### config.mk
export PLATFORM = sky130hd
export DESIGN_NAME = dac3162_pattern_gen
export DESIGN_NICKNAME = d
export VERILOG_FILES = /design/src/rtl/dac3162_pattern_gen.sv
export SDC_FILE = /design/constraint.sdc
export NUM_CORES = 1
export LEC_CHECK = 0
export CORE_UTILIZATION = 50
export DETAILED_ROUTE_END_ITERATION = 7
export PLACE_DENSITY = 0.75
export REMOVE_ABC_BUFFERS = 1
export SKIP_CTS_REPAIR_TIMING = 1
export SLEW_MARGIN = 20
export SYNTH_ARGS = -nofsm -noshare
export SYNTH_HDL_FRONTEND = slang
export SYNTH_SLANG_ARGS = --single-unit
### constraint.sdc
create_clock -name clk_in -period 7.85 [get_ports clk_in]
set_input_delay 0.785 -clock clk_in [delete_from_list [all_inputs] [get_ports clk_in]]
set_output_delay 0.785 -clock clk_in [all_outputs]
set_load 0.01 [all_outputs]
### src/rtl/dac3162_pattern_gen.sv
// dac3162_pattern_gen: dual-channel signed 12-bit sample source (stream/DC/ramp/square) for the DAC3162 driver
module dac3162_pattern_gen #(
  parameter int FIFO_DEPTH = 16
) (
  input  logic        clk_in,
  input  logic        rst,
  input  logic        enable,
  input  logic [1:0]  mode,
  input  logic [11:0] dc_ch1,
  input  logic [11:0] dc_ch2,
  input  logic [11:0] ramp_step,
  input  logic [15:0] half_period,
  input  logic        s_valid,
  input  logic [23:0] s_data,
  output logic        s_ready,
  output logic [11:0] DA3162_CH1,
  output logic [11:0] DA3162_CH2,
  output logic        underflow,
  output logic        busy
);
  localparam int AW = $clog2(FIFO_DEPTH);
  typedef enum logic [1:0] {IDLE, PRIME, RUN} st_t;
  st_t st;
  logic [1:0] md;
  logic [11:0] step, acc;
  logic [15:0] hp, cnt;
  logic ph;
  logic [23:0] mem [FIFO_DEPTH];
  logic [AW-1:0] wp, rp;
  logic [AW:0] fc;
  logic full, push, pop;
  assign full = fc == (AW+1)'(FIFO_DEPTH);
  assign s_ready = (st != IDLE) && (md == 2'd0) && !full;
  assign push = s_valid && s_ready && enable;
  assign pop = (st == RUN) && (md == 2'd0) && enable && (fc != '0);
  always_ff @(posedge clk_in)
    if (push) mem[wp] <= s_data;
  always_ff @(posedge clk_in or posedge rst) begin
    if (rst) begin
      st <= IDLE;
      busy <= 1'b0;
      md <= '0;
      step <= '0;
      hp <= '0;
      acc <= '0;
      cnt <= '0;
      ph <= 1'b0;
      wp <= '0;
      rp <= '0;
      fc <= '0;
      DA3162_CH1 <= '0;
      DA3162_CH2 <= '0;
      underflow <= 1'b0;
    end else begin
      if (st == IDLE || !enable) begin
        wp <= '0;
        rp <= '0;
        fc <= '0;
      end else begin
        wp <= wp + AW'(push);
        rp <= rp + AW'(pop);
        fc <= fc + (AW+1)'(push) - (AW+1)'(pop);
      end
      if (st == IDLE) begin
        DA3162_CH1 <= '0;
        DA3162_CH2 <= '0;
        acc <= '0;
        cnt <= '0;
        ph <= 1'b0;
        if (enable) begin
          md <= mode;
          step <= ramp_step;
          hp <= half_period == 16'd0 ? 16'd1 : half_period;
          underflow <= 1'b0;
          busy <= 1'b1;
          st <= mode == 2'd0 ? PRIME : RUN;
        end
      end else if (!enable) begin
        st <= IDLE;
        busy <= 1'b0;
        DA3162_CH1 <= '0;
        DA3162_CH2 <= '0;
      end else if (st == PRIME) begin
        DA3162_CH1 <= '0;
        DA3162_CH2 <= '0;
        if (fc >= (AW+1)'(FIFO_DEPTH / 2)) st <= RUN;
      end else begin
        case (md)
          2'd0: begin
            DA3162_CH1 <= pop ? mem[rp][23:12] : 12'd0;
            DA3162_CH2 <= pop ? mem[rp][11:0] : 12'd0;
            underflow <= underflow | !pop;
          end
          2'd1: begin
            DA3162_CH1 <= dc_ch1;
            DA3162_CH2 <= dc_ch2;
          end
          2'd2: begin
            DA3162_CH1 <= acc;
            DA3162_CH2 <= ~acc;
            acc <= acc + step;
          end
          default: begin
            DA3162_CH1 <= ph ? 12'h800 : 12'h7FF;
            DA3162_CH2 <= ph ? 12'h7FF : 12'h800;
            cnt <= cnt == hp - 16'd1 ? 16'd0 : cnt + 16'd1;
            ph <= cnt == hp - 16'd1 ? ~ph : ph;
          end
        endcase
      end
    end
  end
endmodule

==> results of run 1 <==
==> power groups by stage <==
stage / Sequential, mW / Combinational (mW) / Clock (mW)
2_1_floorplan: 3.20 / 0.920 / 0
3_3_place_gp: 3.21 / 1.37 / 0
3_5_place_dp: 3.22 / 1.39 / 0
4_1_cts: 3.17 / 1.41 / 2.54
5_1_grt: 3.19 / 1.56 / 2.63
6_report: 3.17 / 1.41 / 2.50
==> worst paths after layout <==
path	from	to	slack, ps	cells after the start
min in group asynchronous	rst	DA3162_CH2[8]	520	2
min reg2reg	ph	ph	510	1
min	ph	ph	510	1
max in group asynchronous	rst	rp[1]	6240	3
max	md[1]	fc[4]	4110	11
max reg2reg	md[1]	fc[4]	4110	11
==> through the flow <==
step / instances / worst slack (ps) / hold WS, ps / power [mW] / utilization
after floorplan: 1155 / 2600 / 469 / 4.12 / -
after detailed placement: 1813 / 4150 / 506 / 4.61 / 0.553
after global routing: 1902 / 3850 / 532 / 7.38 / 0.597
final: 1902 / 4110 / 515 / 7.08 / 0.597
after CTS: 1902 / 4110 / 518 / 7.12 / 0.597
after global placement: 1813 / 4250 / 507 / 4.57 / 0.553
==> cell type report <==
class                      count  area (um^2)
fill                        2920        16000
timing repair buffer         133         1270
sequential                   484        14000
tap                          525          657
multi-input combinational    654         5970
clock inverter                35          522
inverter                      17         66.3
clock buffer                  54         1240
==> cells by family (layout without fill, tap and decap cells) <==
| family | count (synthesis) | after routing | share of synthesized area |
|---|---|---|---|
| mux | 156 | 156 | 0.138 |
| fa+ha+maj | 31 | 31 | 0.0199 |
| simple gates | 240 | 240 | 0.0588 |
| buf+inv | 81 | 239 | 0.0157 |
| compound gates | 186 | 186 | 0.0572 |
| xor+xnor | 41 | 41 | 0.0177 |
| flops | 484 | 484 | 0.693 |
==> cell usage in the layout (no fill, tap or decap), drive strengths merged, types with 21 or more instances in the layout <==
cell           instances
edfxtp               384
clkdlybuf4s50        108
a21oi                100
dfrtp                100
mux4                  96
nor2                  89
clkbuf                54
nand2                 34
mux2i                 32
ha                    29
mux2                  28
nand3                 27
a211oi                27
nor2b                 26
buf                   25
xor2                  24
clkinv                21
==> state kept, by name, indices dropped and copies added (netlist names), 4 cells and up <==
signal	flops
mem	384
step	12
fc	5
wp	4
acc	12
cnt	16
hp	16
rp	4
DA3162_CH2	12
DA3162_CH1	12
==> routing by layer <==
layer | up-vias | track usage | share of wire
li1 | 5002 | - | -
met1 | 5824 | 0.312 | 0.40
met2 | 484 | 0.378 | 0.49
met3 | 87 | 0.0435 | 0.077
met4 | 0 | 0.0747 | 0.027
met5 | - | 0 | 0
==> impl_metrics.json, run 1 <==
{
  "dr.pass1.iters": 5,
  "switching_share": 0.278,
  "vias": 11400,
  "period_needed_ps": 3740,
  "synth_common_cells": "384 x edfxtp_1, 100 x a21oi_1, 100 x dfrtp_1, 96 x mux4_2, 89 x nor2_1",
  "n_antenna_cell": 0,
  "cts.clk_slew.worst_paths_ps": 60,
  "p_switching_mw": 1.97,
  "nets": 1451,
  "cap_violations": 0,
  "grt_usage": 0.230,
  "drtAntennaViolNets": 0,
  "gp_congestion": 0.822,
  "synth_top_area_share": 0.569,
  "root_buffer": "clkbuf_16",
  "p_seq_frac": 0.447,
  "die_area_um2": 41300,
  "start_util": 0.509,
  "clock_latency_ps": 590,
  "crit_arrival_ps": 4230,
  "final.setup.tns_ps": 0,
  "syn2layout_area_growth_pct": 17.4,
  "num_rows": 73,
  "worst-path-max-fanout": 30,
  "clock-sinks": 484,
  "synthCells": 1219,
  "place_area_um2": 22000,
  "ys_top_cells_by_area": "edfxtp_1 57%, dfrtp_1 12%, mux4_2 11%",
  "wl_um": 46500,
  "yosysTopAreaCell": "edfxtp_1",
  "synth_warnings": 0,
  "hold_viol": 0,
  "p_clk_frac": 0.353,
  "peakVddDrop_mv": 0.184,
  "die_w_um": 203,
  "finClkSkew_ps": 31.0,
  "period_share": 0.477,
  "async_flop_share": 0.207,
  "crit_buf_inv": 1,
  "comb_power_share": 0.199,
  "setup_viol": 0,
  "cts_tree": "built",
  "worstHoldPathType": "reg -> reg",
  "fmax_mhz": 267,
  "ys_seq_area_frac": 0.693,
  "worst_slew_pin_slew_ps": 1120,
  "drv_slew": 0,
  "core_area_um2": 39800,
  "io_buffers": 108,
  "relSlewSlack": 0.253,
  "grt_pass1_wl_um": 69800,
  "crit_top_cell": "ha_1",
  "drive_gt1_frac": 0.190,
  "powerDensity_nw_per_um2": 298,
  "h-tree-depth": 2,
  "drtIter0Drc": 1078,
  "remaining_drc_errors": 0,
  "wl_per_cell_um": 24.5,
  "status": "complete, no violations",
  "yosysMostFrequentCell": "edfxtp_1",
  "synthFlopType": "edfxtp_1",
  "cts.path.max_buffers": 3,
  "synthDistinctLibCells": 56,
  "rsz0062_at_grt": "no",
  "via_per_inst": 5.99,
  "worst_ep_required_time_ps": 8330,
  "synth_edf_count": 384,
  "postLayoutCellArea_um2": 23800,
  "grt_max_degree": 81,
  "ys_ff_latch": 484,
  "crit_slowest_cell": "dfrtp_1",
  "leakage_nw": 8.09,
  "global_route.overflow_total": 0,
  "critical_path_class": "reg -> reg",
  "cts_inserted_buffers": 48,
  "crit_family": "simple AND/OR/NAND/NOR gates",
  "synth.avg_cell_area_um2": 16.6,
  "cp-start-kind": "register",
  "internal_power_mw": 5.11,
  "grt_pass1_vias": 11500,
  "syn_area_um2": 20300,
  "dp_hpwl_um": 27500,
  "max_stage_delay_ps": 730,
  "endpoint_kind": "register",
  "crit_chain": "or2_2 > a311oi_1 > nand3_1 > ha_1 > inv_1 > ha_1 > fa_1 > a21oi_1 > nor2_1 > or3_1 > a21boi_0",
  "ios": 109,
  "die_h_um": 203,
  "antenna_found_initial": 0
}
Power figures use the tool's default switching activity.
==> inputs of run 2 (changes only) <==
- PLACE_DENSITY: 0.75 -> 0.78
- clock period: 7.85 -> 3.38 ns (I/O delays scaled with it)
==> run 2 against run 1 <==
  * Sequential power rose by 130%
  * Sequential share of layout area decreased by 0.18 points
  * Clock power rose by 110%
==> impl_metrics.json, run 2 (synthesized netlist as in run 1, its figures left out) <==
{
  "final.setup.tns_ps": 0,
  "grt_pass1_wl_um": 70300,
  "period_share": 0.904,
  "cts_tree": "built",
  "rsz0062_at_grt": "no",
  "cp-start-kind": "register",
  "wl_um": 46700,
  "layout_common_cells": "384 x edfxtp_1, 108 x clkdlybuf4s50_1, 100 x a21oi_1, 96 x dfrtp_1, 96 x mux4_2",
  "core_area_um2": 39800,
  "cts.clk_slew.worst_paths_ps": 60,
  "die_w_um": 203,
  "critical_path_class": "reg -> reg",
  "h-tree-depth": 2,
  "nets": 1486,
  "via_per_inst": 5.94,
  "cts.path.max_buffers": 3,
  "finClkSkew_ps": 19.9,
  "design_power_total_mw": 16.0,
  "setup_viol": 0,
  "largest_reg_flops": 384,
  "dr.pass1.iters": 5,
  "hold_viol": 0,
  "syn2layout_area_growth_pct": 17.7,
  "worst_slew_pin_slew_ps": 1010,
  "worst-path-max-fanout": 4,
  "fmax_mhz": 327,
  "postLayoutCellArea_um2": 23900,
  "start_util": 0.509,
  "drtAntennaViolNets": 0,
  "worst_ep_required_time_ps": 3860,
  "cts_inserted_buffers": 47,
  "fin_hold_ws_ps": 175,
  "leakage_nw": 8.18,
  "powerDensity_nw_per_um2": 673,
  "reg.largest.list": "mem: 384 flops, cnt: 16 flops, hp: 16 flops",
  "setup_slack_ps": 326,
  "placed_cells": 1849,
  "drv_slew": 0,
  "final_common_cell": "edfxtp_1",
  "fin_cells": 1936,
  "regMostFlops": "mem",
  "gp_congestion": 0.838,
  "grt_pass1_vias": 11600,
  "pre_cts_ws_ps": 295,
  "global_route.overflow_total": 0,
  "peakVddDrop_mv": 0.402,
  "drtIter0Drc": 1040,
  "num_rows": 73,
  "dp_hpwl_um": 29800,
  "relSlewSlack": 0.328,
  "crit_arrival_ps": 3540,
  "worstHoldPathType": "in -> async",
  "wl_per_cell_um": 24.1,
  "grt_max_degree": 66,
  "status": "complete, no violations",
  "vias": 11500,
  "root_buffer": "clkbuf_16",
  "place_area_um2": 22300,
  "remaining_drc_errors": 0,
  "cap_violations": 0,
  "die_area_um2": 41300,
  "drive_gt1_frac": 0.201,
  "antenna_found_initial": 3,
  "clock_latency_ps": 580,
  "period_needed_ps": 3050,
  "ios": 109,
  "io_buffers": 108,
  "endpoint_kind": "register",
  "clock-sinks": 484,
  "die_h_um": 203,
  "grt_usage": 0.231,
  "fin_util": 0.599
}
==> run 2: changes by cell type in the layout (fill, tap and decap cells not counted), sizes merged, moves of 2 or more <==
cell and change:
clkbuf +6, buf +36, clkinvlp -3, bufinv -5, clkinv -2
==> run 2: per-layer routing <==
metal  GRT usage  vias to the layer above  wire length (um)
met5           0                        -                28
met4      0.0655                        4               922
met3      0.0636                       74              4220
met2       0.378                      499             23000
met1       0.305                     5861             18500
li1            -                     5066                 -
==> run 2: final cells by class <==
class	count	area, um^2
multi-input cells	654	5980
repair buffers	169	1580
clock inverters	26	282
fillers	2869	16000
well taps	525	657
clock buffers	60	1250
flip-flops and latches	484	14000
inverters	17	66.3
diodes	1	2.50
==> run 2: worst paths after layout <==
kind	cells after the start	from	slack [ps]	endpoint
hold reg to reg	2	busy	520	busy
hold / removal	2	rst	170	DA3162_CH1[8]
max in group asynchronous	3	rst	2440	DA3162_CH2[0]
setup / recovery	11	md[1]	330	fc[4]
min in group clk_in	2	ramp_step[10]	370	step[10]
setup reg to reg	11	md[1]	330	fc[4]
==> run 2: power by group <==
group	total [mW]	internal [mW]	switching, mW
clock network	5.23	3.06	2.17
logic	3.53	1.60	1.93
registers	7.29	6.87	0.413
total	16.0	11.5	4.51
==> run 2: critical path, cell delays in order, from the launching register on <==
cell and delay [ps]:
dfrtp_1 370, or2_2 340, a311oi_1 320, nand3_1 220, ha_1 330, inv_1 40
ha_1 210, fa_1 450, a21oi_1 160, nor2_1 60, or3_1 300, a21boi_0 170
==> inputs of run 3 (changes only) <==
- SETUP_SLACK_MARGIN: unset -> 0.1
==> run 3 against run 2 <==
  * Setup slack better by 97 ps
  * Maximum frequency is 3.3% higher
  * Die area stayed put
  * Utilization about the same
  * Cell count about the same
  * Cell area about the same
  * Count of clock-buffer cells in the layout did not move
==> impl_metrics.json, run 3 (synthesized netlist as in run 1, its figures left out) <==
{
  "status": "complete, no violations",
  "reg2reg_depth": 11,
  "p_switching_mw": 4.52,
  "cts_tree": "built",
  "largest_reg_flops": 384,
  "p_clk_frac": 0.326,
  "setup_slack_ps": 423,
  "die_h_um": 203,
  "reg.largest.list": "mem: 384 flops, cnt: 16 flops, hp: 16 flops",
  "gp_congestion": 0.838,
  "ios": 109,
  "peakVddDrop_mv": 0.406,
  "num_rows": 73,
  "antenna_found_initial": 3,
  "r2r_end": "fc[4]",
  "crit_arrival_ps": 3440,
  "drtAntennaViolNets": 0,
  "regMostFlops": "mem",
  "wl_um": 46700,
  "die_w_um": 203,
  "dr.pass1.iters": 5,
  "grt_pass1_vias": 11600,
  "crit_end": "fc[4]",
  "clock_latency_ps": 580,
  "p_seq_frac": 0.454,
  "comb_power_share": 0.220,
  "worst_slew_pin_slew_ps": 1030,
  "multi_input_area_um2": 5980,
  "final_common_cell": "edfxtp_1",
  "cts.clk_slew.worst_paths_ps": 60,
  "timing.rr.start": "md[1]",
  "vias": 11500,
  "cts_inserted_buffers": 47,
  "root_buffer": "clkbuf_16",
  "period_share": 0.875,
  "critical_path_class": "reg -> reg",
  "layout_common_cells": "384 x edfxtp_1, 108 x clkdlybuf4s50_1, 100 x a21oi_1, 96 x dfrtp_1, 96 x mux4_2",
  "period_needed_ps": 2960,
  "endpoint_kind": "register",
  "nets": 1487,
  "cap_violations": 0,
  "fmax_mhz": 338,
  "powerDensity_nw_per_um2": 673,
  "setup_viol": 0,
  "design_power_total_mw": 16.1,
  "via_per_inst": 5.93,
  "remaining_drc_errors": 0,
  "relSlewSlack": 0.313,
  "drv_slew": 0,
  "reg2reg_slack_ps": 420,
  "cp-start-kind": "register",
  "worst-path-max-fanout": 3,
  "worstHoldPathType": "in -> async",
  "dp_hpwl_um": 29800,
  "switching_share": 0.281,
  "hold_viol": 0,
  "cts.path.max_buffers": 3,
  "start_util": 0.509,
  "worst_ep_required_time_ps": 3860,
  "pre_cts_ws_ps": 295,
  "fill_cells": 2869,
  "io_buffers": 108,
  "regArea_um2": 14000,
  "internal_power_mw": 11.5,
  "rsz0062_at_grt": "no",
  "core_area_um2": 39800,
  "grt_usage": 0.231,
  "grt_max_degree": 66,
  "wl_per_cell_um": 24.1,
  "h-tree-depth": 2,
  "die_area_um2": 41300,
  "global_route.overflow_total": 0,
  "drive_gt1_frac": 0.202,
  "cp-startpoint": "md[1]",
  "grt_pass1_wl_um": 70300,
  "syn2layout_area_growth_pct": 17.8,
  "clock-sinks": 484,
  "finClkSkew_ps": 22.9,
  "leakage_nw": 8.18,
  "drtIter0Drc": 1000
}
run 3: cell count changes in the layout (fill, tap and decap cells not counted), sizes merged:
| cell | delta |
|---|---|
| buf | +1 |
run 3: power by group through the flow:
stage	combinational, mW	clock, mW	sequential (mW)
CTS	3.54	5.29	7.29
floorplan	2.21	0	7.43
global route	3.90	5.52	7.34
finish	3.54	5.23	7.29
global placement	3.42	0	7.39
detailed placement	3.49	0	7.41
run 3: through the flow:
stage	cell area (um^2)	cells	setup TNS, ps	hold slack, ps	utilization
global placement	22300	1849	0	501	0.560
detailed placement	22300	1849	0	512	0.561
CTS	23800	1935	0	186	0.599
global route	23900	1936	0	222	0.599
floorplan	20000	1155	-169820	437	-
finish	23900	1937	0	179	0.599
run 3: worst max-delay path, cell delays in order (launching register included):
cell and delay, ps:
dfrtp_1 370, or2_2 340, a311oi_1 320, nand3_1 160
ha_1 300, inv_1 40, ha_1 210, fa_1 450
a21oi_1 160, nor2_1 60, or3_1 300, a21boi_0 170
run 3: worst min-delay path by stage:
stage / cells past startpoint / startpoint / to / slack, ps
detailed placement: 1 / step[10] / step[10] / 510
finish: 2 / rst / DA3162_CH1[8] / 180
floorplan: 0 / s_data[0] / mem[0][0] / 440
global placement: 1 / ph / ph / 500
CTS: 2 / rst / acc[8] / 190
global route: 2 / rst / acc[8] / 220
run 3: layout make-up:
cell class / count / area share
diodes: 1 / 0.000105
clock buffers: 60 / 0.0522
clock inverters: 26 / 0.0118
inverters: 17 / 0.00278
multi-input cells: 654 / 0.250
flip-flops and latches: 484 / 0.589
well taps: 525 / 0.0275
repair buffers: 170 / 0.0664
run 3: metal layers:
| metal | part of all wire | GRT usage |
|---|---|---|
| met5 | 0.00062 | 0 |
| met4 | 0.021 | 0.0655 |
| met3 | 0.092 | 0.0636 |
| met2 | 0.49 | 0.378 |
| met1 | 0.40 | 0.305 |
